--- config.mk ---
export PLATFORM = sky130hd
export DESIGN_NAME = addsub_pipe
export DESIGN_NICKNAME = d
export VERILOG_FILES = /design/src/rtl/addsub_pipe.sv
export SDC_FILE = /design/constraint.sdc
export NUM_CORES = 1
export LEC_CHECK = 0
export CAP_MARGIN = 40
export CELL_PAD_IN_SITES_DETAIL_PLACEMENT = 0
export CELL_PAD_IN_SITES_GLOBAL_PLACEMENT = 2
export CORE_MARGIN = 5
export CORE_UTILIZATION = 30
export CTS_CLUSTER_DIAMETER = 40
export DETAILED_ROUTE_END_ITERATION = 7
export GPL_ROUTABILITY_DRIVEN = 1
export PLACE_DENSITY_LB_ADDON = 0.1
export SLEW_MARGIN = 20
export SYNTH_ARGS = -nofsm -noshare
export SYNTH_HDL_FRONTEND = slang
export SYNTH_SLANG_ARGS = --single-unit
--- constraint.sdc ---
create_clock -name clk -period 2.76 [get_ports clk]
set_clock_uncertainty 0.05 [all_clocks]
set_input_delay 0.276 -clock clk [delete_from_list [all_inputs] [get_ports clk]]
set_output_delay 0.276 -clock clk [all_outputs]
set_load 0.05 [all_outputs]
--- src/rtl/addsub_pipe.sv ---
// addsub_pipe: chunked add/subtract pipeline with signed saturation and valid/ready flow control
module addsub_pipe #(
  parameter int WIDTH = 16,
  parameter int CHUNK = 4
) (
  input  logic             clk,
  input  logic             rst_n,
  input  logic             in_valid,
  output logic             in_ready,
  input  logic [WIDTH-1:0] a,
  input  logic [WIDTH-1:0] b,
  input  logic             sub,
  input  logic             sat,
  output logic             out_valid,
  input  logic             out_ready,
  output logic [WIDTH-1:0] sum,
  output logic             cout,
  output logic             ovf
);
  localparam int STAGES = WIDTH / CHUNK;
  logic en;
  assign en = !(out_valid && !out_ready);
  assign in_ready = en;
  for (genvar k = 0; k < STAGES; k++) begin : g_st
    localparam int HW = WIDTH - k * CHUNK;
    logic [HW-1:0] a_hi, b_hi;
    logic vi, ci, si, v_q, c_q;
    logic [WIDTH-1:0] ri, rn, rd, r_q;
    logic [CHUNK:0] s;
    if (k == 0) begin : g_src
      assign a_hi = a;
      assign b_hi = sub ? ~b : b;
      assign vi = in_valid;
      assign ci = sub;
      assign si = sat;
      assign ri = '0;
    end else begin : g_src
      assign a_hi = g_st[k-1].g_fwd.a_q;
      assign b_hi = g_st[k-1].g_fwd.b_q;
      assign vi = g_st[k-1].v_q;
      assign ci = g_st[k-1].c_q;
      assign si = g_st[k-1].g_fwd.s_q;
      assign ri = g_st[k-1].r_q;
    end
    assign s = {1'b0, a_hi[CHUNK-1:0]} + {1'b0, b_hi[CHUNK-1:0]} + {{CHUNK{1'b0}}, ci};
    assign rn = ri | (WIDTH'(s[CHUNK-1:0]) << (k * CHUNK));
    if (k < STAGES - 1) begin : g_fwd
      logic [HW-CHUNK-1:0] a_q, b_q;
      logic s_q;
      assign rd = rn;
      always_ff @(posedge clk or negedge rst_n)
        if (!rst_n) begin
          a_q <= '0;
          b_q <= '0;
          s_q <= 1'b0;
        end else if (en) begin
          a_q <= a_hi[HW-1:CHUNK];
          b_q <= b_hi[HW-1:CHUNK];
          s_q <= si;
        end
    end else begin : g_out
      logic o, o_q;
      assign o = (a_hi[CHUNK-1] == b_hi[CHUNK-1]) && (s[CHUNK-1] != a_hi[CHUNK-1]);
      assign rd = (si && o) ? {a_hi[CHUNK-1], {(WIDTH-1){~a_hi[CHUNK-1]}}} : rn;
      always_ff @(posedge clk or negedge rst_n)
        if (!rst_n) o_q <= 1'b0;
        else if (en) o_q <= o;
    end
    always_ff @(posedge clk or negedge rst_n)
      if (!rst_n) begin
        v_q <= 1'b0;
        c_q <= 1'b0;
        r_q <= '0;
      end else if (en) begin
        v_q <= vi;
        c_q <= s[CHUNK];
        r_q <= rd;
      end
  end
  assign out_valid = g_st[STAGES-1].v_q;
  assign sum = g_st[STAGES-1].r_q;
  assign cout = g_st[STAGES-1].c_q;
  assign ovf = g_st[STAGES-1].g_out.o_q;
endmodule
==> flow_summary.json <==
{
  "worstHoldPathCells": 3,
  "cts.sinks": 100,
  "met2_usage": 0.1564,
  "die_w_um": 133.9,
  "ir_drop_mv": 0.3450,
  "groute.usage.overall": 0.1148,
  "reg2reg_slack_ns": 0.61,
  "slew_headroom": 0.5452,
  "clk_latency_ns": 0.34,
  "num_io_pins": 58,
  "hold_path_class": "input port to flop",
  "via_per_inst": 4.385,
  "cp_max_fo": 14,
  "p_clk_frac": 0.180,
  "antenna_found_initial": 0,
  "drive_gt1_frac": 0.08704,
  "status": "finished, final reports clean",
  "hold_viol": 0,
  "max-cap-violations": 0,
  "drtIter0Drc": 141,
  "r2r-end": "sum[14]",
  "gp_routability_congestion": 0.7033,
  "period_share": 0.7801,
  "grt_max_degree": 53,
  "seqPwrFrac": 0.367,
  "die_h_um": 133.9,
  "synthCells": 481,
  "final_nets": 592,
  "numCtsBuffers": 9,
  "finalWirelength_um": 9726,
  "reg2reg_depth": 6,
  "portBuffers": 57,
  "cts-root-buf": "clkbuf_16",
  "start_util": 0.3041,
  "yosysTopAreaCell": "dfrtp_1",
  "holdCritStartpoint": "sat",
  "p_total_mw": 6.832,
  "avgSynthCellArea_um2": 9.575,
  "drc": 0,
  "p_sw_frac": 0.4134,
  "met3_usage": 0.02776,
  "worstPathRequired_ns": 2.92,
  "coreArea_um2": 15150,
  "cts_max_path_buffers": 2,
  "timing.fmax_mhz": 464.5,
  "switchingPower_mw": 2.824,
  "finalSetupViolCount": 0,
  "syn_to_final_growth_pct": 23.55,
  "timing_max_transition_violations_final": 0,
  "path_clk_slew_ns": 0.07,
  "powerDensity_nw_per_um2": 1201,
  "firstDrtPassIters": 4,
  "n_antenna_cell": 0,
  "worstHoldEndpoint": "g_st[0].g_fwd.s_q",
  "rsz0062_at_grt": "no",
  "dp_hpwl_um": 6636,
  "grtUsageMet1": 0.1761,
  "leakage_nw": 2.676,
  "ys_warn_count": 0,
  "hold_ws_ns": 0.4104,
  "yosysSeqAreaShare": 0.5433,
  "p_int_mw": 4.008,
  "synth_seq_cells": 100,
  "fp-row-count": 45,
  "r2r_start": "g_st[2].c_q",
  "antenna_left": 0,
  "grt_pass1_vias": 3209,
  "endpoint_kind": "flop",
  "path_class": "flop to flop",
  "cts_setup_buffers": 0,
  "gr-total-overflow": 0,
  "grt_pass1_wl_um": 16580,
  "yosys-top-cells-area": "dfrtp_1, nand2_1, o21ai_0, ha_1, fa_1",
  "cts_tree": "built",
  "synth_top_area_frac": 0.5433,
  "fillers": 1528,
  "worst_setup_path_start_kind": "flop",
  "worstPathArrival_ns": 2.32,
  "fp.dieArea_um2": 17930,
  "tightestPinTransition_ns": 0.6822,
  "wl_per_cell_um": 13.36,
  "power_frac_comb": 0.453,
  "grt_busiest_layer": "met1",
  "min_period_ns": 2.153,
  "cts.htree.levels": 3,
  "route.vias.total": 3192,
  "synthesis.nets": 538,
  "synth_area_um2": 4606,
  "tns_ns": 0,
  "synth.distinct_cells": 38
}
-- metrics by stage --
stage	instance area, um2	utilization	setup slack, ns	std cells
after floorplan	4606	-	0.7035	481
after global placement	5390	0.3559	0.5603	711
after detailed placement	5390	0.3559	0.5188	711
after CTS	5690	0.3757	0.5986	728
after global routing	5690	0.3757	0.5064	728
final	5690	0.3757	0.6069	728
-- critical path, cell delays in order, from the launching register on --
cell and delay (ns):
dfrtp_1 0.40, fa_1 0.45, a21o_1 0.26, a2111oi_4 0.37
or2_1 0.14, buf_4 0.24, o21ai_0 0.11
-- sequential cells by signal, summed over array words and instances (netlist names) --
register and flops:
g_st.g_fwd.a_q 24, g_st.g_fwd.b_q 24, g_st.r_q 24, sum 16, g_st.c_q 3, g_st.g_fwd.s_q 3, g_st.v_q 3, cout 1
out_valid 1, ovf 1
-- metal layers --
layer,vias to the layer above,wire length [um]
li1,1655,-
met1,1483,5342
met3,9,334
met4,0,112
met2,45,3937
met5,-,0
-- final cells by class --
cell class | count | area [um2] | area share
well taps | 188 | 235.2 | 0.04134
repair buffers | 70 | 690.7 | 0.1214
multi-input cells | 328 | 1874 | 0.3294
clock inverters | 3 | 20.02 | 0.003518
clock buffers | 13 | 270.3 | 0.04749
inverters | 26 | 97.59 | 0.01715
flip-flops and latches | 100 | 2502 | 0.4398
-- logic make-up (layout without fill, tap and decap cells) --
group / count (synthesis) / after routing / share of synthesized area
simple gates: 197 / 197 / 0.1673
flops: 100 / 100 / 0.5433
compound gates: 88 / 88 / 0.1282
buf+inv: 53 / 112 / 0.05135
xor+xnor: 22 / 22 / 0.04184
fa+ha+maj: 19 / 19 / 0.06302
mux: 2 / 2 / 0.004890
-- worst max path at each step --
stage                      from  slack [ns]  cells past startpoint              to
detailed placement          sub        0.52                      7  g_st[0].r_q[3]
CTS                 g_st[2].c_q        0.60                      6         sum[14]
floorplan             out_valid        0.70                      5         sum[15]
global route        g_st[2].c_q        0.51                      6         sum[14]
global placement            sub        0.56                      7  g_st[0].r_q[3]
finish              g_st[2].c_q        0.61                      6         sum[14]
-- synthesized netlist by cell type (all sizes together) --
library cell	count
nand2	175
dfrtp	100
o21ai	50
inv	26
buf	17
o211ai	13
xnor2	13
ha	12
nor2	11
a21oi	10
clkbuf	10
xor2	9
fa	7
a21o	5
nor2b	4
a31oi	3
mux2	2
nor3	2
a2111oi	1
a211o	1
a211oi	1
a221oi	1
a32o	1
and3b	1
nand2b	1
nand3	1
nor4b	1
o221ai	1
o31ai	1
or2	1
-- power groups by stage --
stage                     registers (mW)  clock network [mW]  logic (mW)
final                               2.51                1.23        3.09
after global routing                2.60                1.35        3.46
after CTS                           2.52                1.29        3.14
after detailed placement            2.55                   0        3.13
after global placement              2.53                   0        3.11
after floorplan                     2.92                   0        1.82
-- cells in the final DEF (no fill, tap or decap), drive strengths merged, types with 2 or more instances in the layout --
cell	synthesis	routed
buf	17	14
nor2b	4	4
clkbuf	10	13
mux2	2	2
xnor2	13	13
dfrtp	100	100
a31oi	3	3
ha	12	12
a21o	5	5
a21oi	10	10
clkdlybuf4s50	0	55
o21ai	50	50
nor3	2	2
nor2	11	11
nand2	175	175
inv	26	26
xor2	9	9
clkinvlp	0	2
fa	7	7
o211ai	13	13
-- repair_timing --
item,in CTS,in global routing
resized for setup,0,0
hold buffers,1,0
endpoints found under the hold margin,48,0
Power figures use the tool's default switching activity.
